<file path="src/rtl/multicycle_pkg.sv">
// Shared types and encodings for the multi-cycle RV32I-subset controller.
// Everything the FSM, the decoder and the datapath need to agree on lives here.
package multicycle_pkg;

  typedef enum logic [3:0] {
    ST_FETCH    = 4'd0,
    ST_DECODE   = 4'd1,
    ST_MEMADR   = 4'd2,
    ST_MEMREAD  = 4'd3,
    ST_MEMWB    = 4'd4,
    ST_MEMWRITE = 4'd5,
    ST_EXECR    = 4'd6,
    ST_EXECI    = 4'd7,
    ST_ALUWB    = 4'd8,
    ST_TRAP     = 4'd9
  } state_t;

  typedef enum logic [1:0] {
    CLS_R     = 2'd0,
    CLS_I     = 2'd1,
    CLS_LOAD  = 2'd2,
    CLS_STORE = 2'd3
  } iclass_t;

  localparam logic [6:0] OP_RTYPE = 7'b0110011;
  localparam logic [6:0] OP_IMM   = 7'b0010011;
  localparam logic [6:0] OP_LOAD  = 7'b0000011;
  localparam logic [6:0] OP_STORE = 7'b0100011;

  localparam logic [2:0] F3_ADD = 3'b000;
  localparam logic [2:0] F3_SLT = 3'b010;
  localparam logic [2:0] F3_OR  = 3'b110;
  localparam logic [2:0] F3_AND = 3'b111;

  localparam logic [6:0] F7_BASE = 7'b0000000;
  localparam logic [6:0] F7_ALT  = 7'b0100000;

  localparam logic [2:0] ALU_ADD = 3'b000;
  localparam logic [2:0] ALU_SUB = 3'b001;
  localparam logic [2:0] ALU_AND = 3'b010;
  localparam logic [2:0] ALU_OR  = 3'b011;
  localparam logic [2:0] ALU_SLT = 3'b101;

  localparam logic [1:0] SRCA_PC    = 2'b00;
  localparam logic [1:0] SRCA_OLDPC = 2'b01;
  localparam logic [1:0] SRCA_RD1   = 2'b10;

  localparam logic [1:0] SRCB_RD2  = 2'b00;
  localparam logic [1:0] SRCB_IMM  = 2'b01;
  localparam logic [1:0] SRCB_FOUR = 2'b10;

  localparam logic [1:0] RES_ALUOUT    = 2'b00;
  localparam logic [1:0] RES_MEMDATA   = 2'b01;
  localparam logic [1:0] RES_ALURESULT = 2'b10;

endpackage

</file>
<file path="src/rtl/multicycle_controller_if.sv">
// Controller <-> datapath/memory bundle. The master modport is the controller
// side; the slave modport is the datapath plus shared memory.
interface multicycle_controller_if;

  logic [6:0] Op;
  logic [2:0] Funct3;
  logic [6:0] Funct7;
  logic       MemReady;

  logic       MemReq;
  logic       MemWrite;
  logic       AdrSrc;
  logic       IRWrite;
  logic       PCWrite;
  logic       RegWrite;
  logic       ImmSrc;
  logic [1:0] ULASrcA;
  logic [1:0] ULASrcB;
  logic [2:0] ULAControl;
  logic [1:0] ResultSrc;
  logic       InstrDone;
  logic       Illegal;

  modport master (
    input  Op, Funct3, Funct7, MemReady,
    output MemReq, MemWrite, AdrSrc, IRWrite, PCWrite, RegWrite, ImmSrc,
           ULASrcA, ULASrcB, ULAControl, ResultSrc, InstrDone, Illegal
  );

  modport slave (
    output Op, Funct3, Funct7, MemReady,
    input  MemReq, MemWrite, AdrSrc, IRWrite, PCWrite, RegWrite, ImmSrc,
           ULASrcA, ULASrcB, ULAControl, ResultSrc, InstrDone, Illegal
  );

endinterface

</file>
<file path="src/rtl/mc_alu_decoder.sv">
// Combinational instruction classifier: opcode/funct fields to legality,
// instruction class and the ALU code used by R-type execution.
module mc_alu_decoder
  import multicycle_pkg::*;
(
  input  logic [6:0] op,
  input  logic [2:0] funct3,
  input  logic [6:0] funct7,
  output logic       legal,
  output iclass_t    iclass,
  output logic [2:0] alu_ctl
);

  always_comb begin
    legal   = 1'b0;
    iclass  = CLS_R;
    alu_ctl = ALU_ADD;
    case (op)
      OP_RTYPE: begin
        iclass = CLS_R;
        if (funct7 == F7_BASE) begin
          case (funct3)
            F3_ADD:  begin legal = 1'b1; alu_ctl = ALU_ADD; end
            F3_AND:  begin legal = 1'b1; alu_ctl = ALU_AND; end
            F3_OR:   begin legal = 1'b1; alu_ctl = ALU_OR;  end
            F3_SLT:  begin legal = 1'b1; alu_ctl = ALU_SLT; end
            default: legal = 1'b0;
          endcase
        end else if (funct7 == F7_ALT && funct3 == F3_ADD) begin
          legal   = 1'b1;
          alu_ctl = ALU_SUB;
        end
      end
      // Non-R classes always add; funct7 is immediate bits there.
      OP_IMM: begin
        iclass = CLS_I;
        legal  = (funct3 == F3_ADD);
      end
      OP_LOAD: begin
        iclass = CLS_LOAD;
        legal  = (funct3 == F3_ADD);
      end
      OP_STORE: begin
        iclass = CLS_STORE;
        legal  = (funct3 == F3_ADD);
      end
      default: legal = 1'b0;
    endcase
  end

endmodule

</file>
<file path="src/rtl/multicycle_controller.sv">
// Multi-cycle control FSM for ADD/SUB/AND/OR/SLT/ADDI/LB/SB on a shared
// instruction/data memory with a ready handshake.
//
// state    | meaning
// ---------+-----------------------------------------------------------
// FETCH    | read instruction at PC; PC+4 and IR load on MemReady
// DECODE   | classify instruction, latch class/ALU code, OldPC+imm
// MEMADR   | compute RD1 + imm address (S-type imm for stores)
// MEMREAD  | load request at ALUOut, hold until MemReady
// MEMWB    | write loaded byte to register file
// MEMWRITE | store request at ALUOut, hold until MemReady
// EXECR    | RD1 op RD2 with latched ALU code
// EXECI    | RD1 + I-type immediate
// ALUWB    | write ALUOut to register file
// TRAP     | illegal encoding; sticky until reset
module multicycle_controller
  import multicycle_pkg::*;
(
  input  logic                    clk,
  input  logic                    rst,
  multicycle_controller_if.master bus
);

  state_t     state;
  iclass_t    cls_q;
  logic [2:0] alu_q;

  logic       dec_legal;
  iclass_t    dec_class;
  logic [2:0] dec_alu;

  mc_alu_decoder u_dec (
    .op      (bus.Op),
    .funct3  (bus.Funct3),
    .funct7  (bus.Funct7),
    .legal   (dec_legal),
    .iclass  (dec_class),
    .alu_ctl (dec_alu)
  );

  always_ff @(posedge clk or posedge rst) begin
    if (rst) begin
      state <= ST_FETCH;
      cls_q <= CLS_R;
      alu_q <= ALU_ADD;
    end else begin
      case (state)
        ST_FETCH:    if (bus.MemReady) state <= ST_DECODE;
        ST_DECODE: begin
          cls_q <= dec_class;
          alu_q <= dec_alu;
          if (!dec_legal) begin
            state <= ST_TRAP;
          end else begin
            case (dec_class)
              CLS_R:   state <= ST_EXECR;
              CLS_I:   state <= ST_EXECI;
              default: state <= ST_MEMADR;
            endcase
          end
        end
        ST_MEMADR:   state <= (cls_q == CLS_STORE) ? ST_MEMWRITE : ST_MEMREAD;
        ST_MEMREAD:  if (bus.MemReady) state <= ST_MEMWB;
        ST_MEMWB:    state <= ST_FETCH;
        ST_MEMWRITE: if (bus.MemReady) state <= ST_FETCH;
        ST_EXECR:    state <= ST_ALUWB;
        ST_EXECI:    state <= ST_ALUWB;
        ST_ALUWB:    state <= ST_FETCH;
        ST_TRAP:     state <= ST_TRAP;
        default:     state <= ST_FETCH;
      endcase
    end
  end

  logic       mem_req;
  logic       mem_write;
  logic       adr_src;
  logic       ir_write;
  logic       pc_write;
  logic       reg_write;
  logic       imm_src;
  logic [1:0] src_a;
  logic [1:0] src_b;
  logic [2:0] alu_ctl;
  logic [1:0] result_src;
  logic       instr_done;
  logic       illegal;

  // Only the handshake strobes look at MemReady; everything else is Moore.
  always_comb begin
    mem_req    = 1'b0;
    mem_write  = 1'b0;
    adr_src    = 1'b0;
    ir_write   = 1'b0;
    pc_write   = 1'b0;
    reg_write  = 1'b0;
    imm_src    = 1'b0;
    src_a      = SRCA_PC;
    src_b      = SRCB_RD2;
    alu_ctl    = ALU_ADD;
    result_src = RES_ALUOUT;
    instr_done = 1'b0;
    illegal    = 1'b0;
    case (state)
      ST_FETCH: begin
        mem_req    = 1'b1;
        src_a      = SRCA_PC;
        src_b      = SRCB_FOUR;
        result_src = RES_ALURESULT;
        ir_write   = bus.MemReady;
        pc_write   = bus.MemReady;
      end
      ST_DECODE: begin
        src_a = SRCA_OLDPC;
        src_b = SRCB_IMM;
      end
      ST_MEMADR: begin
        src_a   = SRCA_RD1;
        src_b   = SRCB_IMM;
        imm_src = (cls_q == CLS_STORE);
      end
      ST_MEMREAD: begin
        mem_req = 1'b1;
        adr_src = 1'b1;
      end
      ST_MEMWB: begin
        result_src = RES_MEMDATA;
        reg_write  = 1'b1;
        instr_done = 1'b1;
      end
      ST_MEMWRITE: begin
        mem_req    = 1'b1;
        mem_write  = 1'b1;
        adr_src    = 1'b1;
        instr_done = bus.MemReady;
      end
      ST_EXECR: begin
        src_a   = SRCA_RD1;
        src_b   = SRCB_RD2;
        alu_ctl = alu_q;
      end
      ST_EXECI: begin
        src_a = SRCA_RD1;
        src_b = SRCB_IMM;
      end
      ST_ALUWB: begin
        result_src = RES_ALUOUT;
        reg_write  = 1'b1;
        instr_done = 1'b1;
      end
      ST_TRAP: illegal = 1'b1;
      default: illegal = 1'b0;
    endcase

    // Reset parks the FSM in FETCH, but nothing may be requested until release.
    if (rst) begin
      mem_req    = 1'b0;
      mem_write  = 1'b0;
      adr_src    = 1'b0;
      ir_write   = 1'b0;
      pc_write   = 1'b0;
      reg_write  = 1'b0;
      imm_src    = 1'b0;
      src_a      = SRCA_PC;
      src_b      = SRCB_RD2;
      alu_ctl    = ALU_ADD;
      result_src = RES_ALUOUT;
      instr_done = 1'b0;
      illegal    = 1'b0;
    end
  end

  assign bus.MemReq     = mem_req;
  assign bus.MemWrite   = mem_write;
  assign bus.AdrSrc     = adr_src;
  assign bus.IRWrite    = ir_write;
  assign bus.PCWrite    = pc_write;
  assign bus.RegWrite   = reg_write;
  assign bus.ImmSrc     = imm_src;
  assign bus.ULASrcA    = src_a;
  assign bus.ULASrcB    = src_b;
  assign bus.ULAControl = alu_ctl;
  assign bus.ResultSrc  = result_src;
  assign bus.InstrDone  = instr_done;
  assign bus.Illegal    = illegal;

endmodule

</file>
<file path="src/flat_wrapper.sv">
// flat-port wrapper written by rule: the top's interface ports become plain ports
module multicycle_controller_flat import multicycle_pkg::*;
  (clk, rst, bus_Op, bus_Funct3, bus_Funct7, bus_MemReady, bus_MemReq, bus_MemWrite, bus_AdrSrc, bus_IRWrite, bus_PCWrite, bus_RegWrite, bus_ImmSrc, bus_ULASrcA, bus_ULASrcB, bus_ULAControl, bus_ResultSrc, bus_InstrDone, bus_Illegal);
  multicycle_controller_if bus_i ();
  input  logic clk;
  input  logic rst;
  input wire logic [$bits(bus_i.Op)-1:0] bus_Op;
  input wire logic [$bits(bus_i.Funct3)-1:0] bus_Funct3;
  input wire logic [$bits(bus_i.Funct7)-1:0] bus_Funct7;
  input wire logic [$bits(bus_i.MemReady)-1:0] bus_MemReady;
  output wire logic [$bits(bus_i.MemReq)-1:0] bus_MemReq;
  output wire logic [$bits(bus_i.MemWrite)-1:0] bus_MemWrite;
  output wire logic [$bits(bus_i.AdrSrc)-1:0] bus_AdrSrc;
  output wire logic [$bits(bus_i.IRWrite)-1:0] bus_IRWrite;
  output wire logic [$bits(bus_i.PCWrite)-1:0] bus_PCWrite;
  output wire logic [$bits(bus_i.RegWrite)-1:0] bus_RegWrite;
  output wire logic [$bits(bus_i.ImmSrc)-1:0] bus_ImmSrc;
  output wire logic [$bits(bus_i.ULASrcA)-1:0] bus_ULASrcA;
  output wire logic [$bits(bus_i.ULASrcB)-1:0] bus_ULASrcB;
  output wire logic [$bits(bus_i.ULAControl)-1:0] bus_ULAControl;
  output wire logic [$bits(bus_i.ResultSrc)-1:0] bus_ResultSrc;
  output wire logic [$bits(bus_i.InstrDone)-1:0] bus_InstrDone;
  output wire logic [$bits(bus_i.Illegal)-1:0] bus_Illegal;
  assign bus_i.Op = bus_Op;
  assign bus_i.Funct3 = bus_Funct3;
  assign bus_i.Funct7 = bus_Funct7;
  assign bus_i.MemReady = bus_MemReady;
  assign bus_MemReq = bus_i.MemReq;
  assign bus_MemWrite = bus_i.MemWrite;
  assign bus_AdrSrc = bus_i.AdrSrc;
  assign bus_IRWrite = bus_i.IRWrite;
  assign bus_PCWrite = bus_i.PCWrite;
  assign bus_RegWrite = bus_i.RegWrite;
  assign bus_ImmSrc = bus_i.ImmSrc;
  assign bus_ULASrcA = bus_i.ULASrcA;
  assign bus_ULASrcB = bus_i.ULASrcB;
  assign bus_ULAControl = bus_i.ULAControl;
  assign bus_ResultSrc = bus_i.ResultSrc;
  assign bus_InstrDone = bus_i.InstrDone;
  assign bus_Illegal = bus_i.Illegal;
  multicycle_controller u_core (.clk(clk), .rst(rst), .bus(bus_i));
endmodule
</file>
<file path="config.mk">
export PLATFORM = sky130hd
export DESIGN_NAME = multicycle_controller_flat
export DESIGN_NICKNAME = d
export VERILOG_FILES = /design/src/rtl/multicycle_pkg.sv /design/src/rtl/multicycle_controller_if.sv /design/src/rtl/mc_alu_decoder.sv /design/src/rtl/multicycle_controller.sv /design/src/flat_wrapper.sv
export SDC_FILE = /design/constraint.sdc
export NUM_CORES = 1
export LEC_CHECK = 0
export CORE_AREA = 2 2 55 57
export CTS_BUF_LIST = sky130_fd_sc_hd__clkbuf_2 sky130_fd_sc_hd__clkbuf_4 sky130_fd_sc_hd__clkbuf_8
export CTS_CLUSTER_DIAMETER = 150
export DETAILED_ROUTE_END_ITERATION = 6
export DIE_AREA = 0 0 57 59
export PLACE_DENSITY_LB_ADDON = 0.1
export RECOVER_POWER = 50
export SYNTH_ARGS = -nofsm -noshare
export SYNTH_HDL_FRONTEND = slang
export SYNTH_SLANG_ARGS = --single-unit
export TNS_END_PERCENT = 50
</file>
<file path="constraint.sdc">
create_clock -name clk -period 2 [get_ports clk]
set_clock_uncertainty 0.15 [all_clocks]
set_input_delay 0.4 -clock clk [delete_from_list [all_inputs] [get_ports clk]]
set_output_delay 0.4 -clock clk [all_outputs]
set_load 0.05 [all_outputs]
</file>
==> results of run 1 <==
-- flip-flops by register name, summed over array words and instances (netlist names) --
name	flops
u_core.alu_q	3
u_core.cls_q	2
u_core.state	4
-- how the worst max path moves through the flow --
stage          cells after the start       startpoint               to  slack, ns
2_1_floorplan                      5  u_core.state[3]      bus_PCWrite      -0.54
3_3_place_gp                       6    bus_Funct7[0]  u_core.state[1]      -0.46
3_5_place_dp                       6    bus_Funct7[0]  u_core.state[1]      -0.50
4_1_cts                            5  u_core.state[1]       bus_MemReq      -0.09
5_1_grt                            4  u_core.state[3]   bus_ULASrcA[0]      -0.17
6_report                           4  u_core.state[2]      bus_PCWrite      -0.08
-- power breakdown --
| group | internal (mW) | total, mW | switching [mW] | leakage [nW] |
|---|---|---|---|---|
| Clock | 0.0903 | 0.151 | 0.0606 | 0.0184 |
| Combinational | 0.672 | 1.34 | 0.667 | 0.592 |
| Sequential | 0.222 | 0.295 | 0.0729 | 0.117 |
-- kinds of logic (layout without fill, tap and decap cells) --
| family | Yosys count | after routing | synth area share, % |
|---|---|---|---|
| AOI/OAI and AO/OA | 23 | 23 | 18.8 |
| xor gates and xnor gates | 2 | 2 | 2.24 |
| buffers and inverters | 12 | 80 | 6.41 |
| DFF | 9 | 9 | 28.8 |
| and+or+nand+nor | 60 | 60 | 43.8 |
-- per-layer routing --
| layer | vias up | wire length (um) | part of all wire [%] | global-route usage [%] |
|---|---|---|---|---|
| li1 | 516 | - | - | - |
| met1 | 491 | 1040 | 40 | 18.5 |
| met2 | 32 | 1390 | 54 | 29.7 |
| met3 | 2 | 147 | 5.7 | 3.71 |
| met4 | 0 | 12 | 0.46 | 2.99 |
| met5 | - | 0 | 0 | 0 |
-- Yosys cell counts --
| cell type | n |
|---|---|
| o311a_1 | 1 |
| o21a_1 | 1 |
| or4_1 | 1 |
| nor2b_1 | 3 |
| o41ai_1 | 1 |
| a21boi_0 | 1 |
| clkbuf_1 | 7 |
| dfrtp_1 | 9 |
| and2_1 | 4 |
| nor2_1 | 10 |
| nand3b_1 | 3 |
| nor3b_1 | 1 |
| nand2b_1 | 6 |
| and3_1 | 2 |
| a32oi_1 | 1 |
| o21ai_0 | 7 |
| nor3_1 | 5 |
| nor3_2 | 1 |
| inv_1 | 3 |
| o31ai_1 | 3 |
| a21oi_1 | 6 |
| nand4_1 | 1 |
| nor4_1 | 5 |
| or2_2 | 3 |
| or4_4 | 1 |
| nor4_4 | 1 |
| o221ai_1 | 1 |
| a21o_1 | 1 |
| buf_2 | 1 |
| nand2_1 | 13 |
| buf_4 | 1 |
| xnor2_1 | 2 |
-- metrics by stage --
stage                     utilization [%]  TNS (ns)
after floorplan                         -     -3.39
after detailed placement             58.4     -5.06
after global placement               58.4     -4.70
after global routing                 65.2     -1.62
final                                65.2    -0.467
after CTS                            62.7    -0.624
-- tightest hold or removal path, delay by kind of cell (launching register included) --
family	cells	cell delay, ns
flops	1	0.34
simple gates	1	0.05
compound gates	1	0.05
-- final cells by class --
| cell class | count | area (um^2) |
|---|---|---|
| fillers | 241 | 943 |
| repair buffers | 73 | 807 |
| multi-input cells | 85 | 651 |
| flip-flops and latches | 9 | 229 |
| well taps | 31 | 38.8 |
| clock buffers | 4 | 30.0 |
| inverters | 3 | 11.3 |
-- repair_timing --
item,CTS,global route
pin swaps,11,7
setup endpoints to repair,23,22
cloned,0,0
setup buffers,6,3
gates resized for setup,18,24
endpoints found under the hold margin,0,0
==> run metrics, run 1 <==
outcome finished, violations left; violated checks setup timing; share of post-route cells with drive strength above 1 53.4%; total number of vias 1041; max_cap viols 0; placed cell area 1580 um^2; critical path, cell by cell or2_4 -> nor4_4 -> and2_4 -> buf_12; Die Wd 57 um; final net count around 200; leading area contributor after synthesis dfrtp_1; Hold Path Stages 2; CTS Hold Bufs 0; post-synthesis sequential area ratio 28.8%; most frequent cells in the layout buf_4, buf_12, clkdlybuf4s50_1, nand2_1; RSZ-0062 raised after global routing yes; core area ~2700 um^2; Yosys reg bits 9; Placed Cells incl. Taps ~190; worst hold-check path type register to register; first-pass GRT wire length ~4.2 mm; commonest non-fill, non-tap cell in the layout buf_4; Worst Path Max Fanout 5; area share of the largest cell type after synthesis between 20% and 30%; crit path time final 2.08 ns; setup ws final -0.0809 ns; largest net degree at the start of global routing 10; vias in the first global route roughly 1000; Finished Layout Cells slightly above 200; largest cells by area after synthesis dfrtp_1, nand2_1, nand2b_1; P&R area growth vs syn 126%; total I/O pin count 38; drt wl/cell around 13 um; Root Buffer clkbuf_4; PwrDens approximately 1000 nW/um^2; Avg Vias per Cell just over 5; Peak Freq just under 0.5 GHz; Total Power between 1.5 and 2 mW; Post-Syn Area approximately 780 um^2; Die Y a little under 60 um; overall routed net length 2.60 mm; hpwl dp ~2.0 mm; Synth cell types 32; Residual DRC 0; startpoint of the worst hold path u_core.alu_q[2]; Max IR drop VDD a little under 900 uV; critical path data arrival time 1.53 ns; die area around 3400 um^2; Hold Vio Cnt, Final 0; crit start category register; FP Rows 19; Mapped Nets ~130; critical path's top delay family simple AND/OR/NAND/NOR gates; hold endpoint u_core.alu_q[2]; GRT Residual Overflow 0; final instance area approximately 1800 um^2; # clock sinks 9; DRT iter0 DRCs 17; Worst Path Required 1.45 ns; worst skew pair latency 0.26 ns; Synth warnings 0; initial antenna violation count 0; worst r2r src u_core.state[2]; cts bufs inserted 3; clock buffer depth 2; Leak ~0.73 nW; Synth Instances 106; Hold Slack 0.323 ns; slowest CP cell dfrtp_2; DR pass1 iterations 4; R2R Setup Slk between 0.2 and 0.3 ns; PortBufs 37; Tcrit/Tclk final 104%; H-tree depth 1; clk slew on worst S/H paths roughly 0.06 ns; max-slew violation count 0; Setup crit end kind output port; syn avg cell area around 7.4 um^2; slew margin rel. between 60 and 70%; CP Class register to output port; FF-to-FF path depth 5; TritonCTS clock tree done; GRT Total Usage between 15 and 20%; Worst-Margin Slew 0.500 ns; CP Buf/Inv Count 1; Diodes inserted 0; pre-CTS WS -0.498 ns; Initial Utilization 28.8%; worst stage delay on the critical path 0.42 ns; final setup violating endpoints 9; Final ANT Viol Nets 0; RePlAce Congestion about 0.85; FF-to-FF End u_core.alu_q[2]
Note: power is estimated with default switching activity, not from simulation.
==> run 2: changes to the inputs <==
--- a/config.mk
+++ b/config.mk
@@ -5,14 +5,15 @@
 export SDC_FILE = /design/constraint.sdc
 export NUM_CORES = 1
 export LEC_CHECK = 0
-export CORE_AREA = 2 2 55 57
+export CORE_AREA = 2 2 48 50
 export CTS_BUF_LIST = sky130_fd_sc_hd__clkbuf_2 sky130_fd_sc_hd__clkbuf_4 sky130_fd_sc_hd__clkbuf_8
 export CTS_CLUSTER_DIAMETER = 150
 export DETAILED_ROUTE_END_ITERATION = 6
-export DIE_AREA = 0 0 57 59
+export DIE_AREA = 0 0 50 52
 export PLACE_DENSITY_LB_ADDON = 0.1
 export RECOVER_POWER = 50
 export SYNTH_ARGS = -nofsm -noshare
 export SYNTH_HDL_FRONTEND = slang
+export SYNTH_HIERARCHICAL = 1
 export SYNTH_SLANG_ARGS = --single-unit
 export TNS_END_PERCENT = 50
==> run 2 against run 1 <==
Effect of this change: the run still ends with setup timing left; sequential power decreased by 16%; total power decreased by 9.8%; sequential share of layout area down 0.83 points; register-to-register slack worse by 0.06 ns; setup slack worse by 0.099 ns; via count increased by 6.5%; cell count is 0.49% higher; utilization up 24 points; fmax down 4.5%; hold slack improved by 0.036 ns; first-iteration DRC count rose by 5.9%; critical path type unchanged; critical endpoint is now bus_IRWrite; highest routed layer unchanged.
==> run metrics, run 2 <==
critical path, cell by cell or3_4 -> nor3_4 -> and2_4 -> buf_12; xor-xnor portion of the synthesized cell area 4.20% (+2.0 points); violated checks setup timing; DR pass1 iterations 4 (unchanged); Mapped Nets 123 (-2.4%); clock buffer depth 2 (unchanged); most frequent cells in the layout buf_4, buf_12, nor2_1, dlymetal6s2s_1; startpoint of the worst hold path u_core/alu_q[1]; crit start category register; largest net degree at the start of global routing 12 (+2); main combinational cell family by area after synthesis simple AND/OR/NAND/NOR gates; critical path data arrival time 1.63 ns (+0.10 ns); CTS Hold Bufs 0 (unchanged); slew margin rel. 67.4% (+0.70 points); post-synthesis sequential area ratio 27.0% (-1.9 points); RSZ-0062 raised after global routing yes; Tcrit/Tclk final 109% (+4.9 points); drt wl/cell 16.3 um (+29%); die area 2600 um^2 (-23%); Final ANT Viol Nets 0 (unchanged); cts bufs inserted 3 (unchanged); GRT Total Usage 23.3% (+7.5 points); Synth async-reset ratio 100% (unchanged); syn avg cell area 8.10 um^2 (+10%); DRT iter0 DRCs 18 (+1); CP Buf/Inv Count 1 (unchanged); Layout Utilization 89.6% (+24 points); overall routed net length 3.36 mm (+30%); final instance area 1890 um^2 (+6.8%); crit path time final 2.18 ns (+0.0985 ns); area share of the largest cell type after synthesis 27.0% (-1.9 points); outcome finished, violations left; Synth cell types 40 (+25%); hold endpoint u_core/alu_q[1]; Peak Freq 0.459 GHz (-4.5%); worst skew pair latency 0.26 ns (about the same); max_cap viols 0 (unchanged); Root Buffer clkbuf_4; largest cells by area after synthesis dfrtp_1, mux2_2, nor2_1; setup ws final -0.179 ns (-0.0985 ns); Post-Syn Area 835 um^2 (+6.9%); Setup crit end kind output port; Initial Utilization 39.6% (+11 points); critical path's top delay family simple AND/OR/NAND/NOR gates; core area 2110 um^2 (-22%); Hold Path Stages 1 (-1); worst r2r src u_core/state[3]; Hold Vio Cnt, Final 0 (unchanged); Max IR drop VDD 676 uV (-24%); total number of vias 1109 (+6.5%); worst hold-check path type register to register; hpwl dp 2.18 mm (+6.7%); post-synthesis simple-gate area fraction 36.4% (-7.3 points); Residual DRC 0 (unchanged); Worst-Margin Slew 0.490 ns (-0.0105 ns); placed cell area 1630 um^2 (+2.8%); Finished Layout Cells 206 (+0.49%); total I/O pin count 38 (unchanged); FF-to-FF path depth 7 (+2); first-pass GRT wire length 4.70 mm (+11%); # clock sinks 9 (unchanged); Primary FF master, synth dfrtp_1; worst stage delay on the critical path 0.44 ns (+0.02 ns); RePlAce Congestion 0.823 (-3.6%); P&R area growth vs syn 126% (about the same); share of post-route cells with drive strength above 1 53.9% (+0.48 points); most common library cells after synthesis nor2_1, dfrtp_1, nand2_1; Post-Synth Adder-Cell Area 0% (unchanged); Worst Path Max Fanout 5 (unchanged); clk slew on worst S/H paths 0.07 ns (about the same); Worst Path Required 1.45 ns (about the same); number of synthesized flops with an enable pin 0 (unchanged); Sum Neg Setup Slack -1.91 ns (-1.44 ns); Die Wd 50 um (-12%); Avg Vias per Cell 5.38 (+6.0%); H-tree depth 1 (unchanged); Diodes inserted 0 (unchanged); Yosys reg bits 9 (unchanged); PwrDens 853 nW/um^2 (-16%); Largest Register u_core/state; final net count 199 (+2.1%); CP Class register to output port; Die Y 52 um (-12%); GRT Residual Overflow 0 (unchanged); leading area contributor after synthesis dfrtp_1; cell with the most instances after synthesis nor2_1; commonest non-fill, non-tap cell in the layout buf_4; final setup violating endpoints 16 (+7); R2R Setup Slk 0.22 ns (-0.06 ns); initial antenna violation count 0 (unchanged); Synth warnings 6 (+6); top flop regs u_core/state: 4 flops, u_core/alu_q: 3 flops, u_core/cls_q: 2 flops; Placed Cells incl. Taps 189 (-1.6%); PortBufs 37 (unchanged); Synth Instances 103 (-2.8%); FF-to-FF End u_core/state[2]; max-slew violation count 0 (unchanged); FP Rows 17 (-2); slowest CP cell dfrtp_2; TritonCTS clock tree done; compound-gate portion of the synthesized area 15.3% (-3.5 points); Leak 0.895 nW (+23%); max FFs per register 4 (unchanged); vias in the first global route 1106 (+12%); multiplexer share of the synthesized area 7.95% (+7.9 points)
run 2: report_power, final:
group	switching, mW	leakage, nW	internal [mW]	total, mW
Combinational	0.589	0.760	0.634	1.22
Sequential	0.0395	0.117	0.208	0.248
Clock	0.0656	0.0177	0.0737	0.139
run 2: worst max-delay path by stage:
stage                                  to       startpoint  slack (ns)  cells past startpoint
after floorplan               bus_PCWrite              rst       -0.51                      5
after global placement    u_core/state[0]    bus_Funct7[0]       -0.41                      9
after detailed placement  u_core/state[0]    bus_Funct7[0]       -0.49                      9
after CTS                      bus_MemReq  u_core/state[1]       -0.18                      5
after global routing          bus_IRWrite  u_core/state[1]       -0.24                      4
final                         bus_IRWrite  u_core/state[1]       -0.18                      4
run 2: timing repair:
action                     4_1_cts  5_1_grt
hold endpoints to repair         0        0
gates resized for setup         13       27
setup buffers                    3       10
pin swaps                        7       15
setup endpoints to repair       21       20
run 2: kinds of logic after synthesis:
family                    count (synthesis)
xor gates and xnor gates                  4
DFF                                       9
muxes                                     6
and+or+nand+nor                          52
buffers and inverters                    14
AOI/OAI and AO/OA                        18
run 2: final cells by class:
cell class | count | area (um^2)
clock inverters | 1 | 5.00
inverters | 5 | 18.8
repair buffers | 80 | 920
fillers | 93 | 219
clock buffers | 3 | 22.5
flip-flops and latches | 9 | 229
well taps | 28 | 35.0
multi-input cells | 80 | 657
run 2: per-layer routing:
layer,share of wire (%),track usage [%]
met1,37,22.2
met2,56,48.0
met3,3.8,2.87
met4,3.1,11.6
met5,0,0
run 2: through the flow:
stage	hold WS (ns)	setup slack [ns]	power (mW)
after detailed placement	0.344	-0.486	1.23
final	0.359	-0.179	1.61
after global routing	0.372	-0.236	1.67
after floorplan	0.236	-0.511	0.776
after global placement	0.338	-0.407	1.21
after CTS	0.319	-0.183	1.45
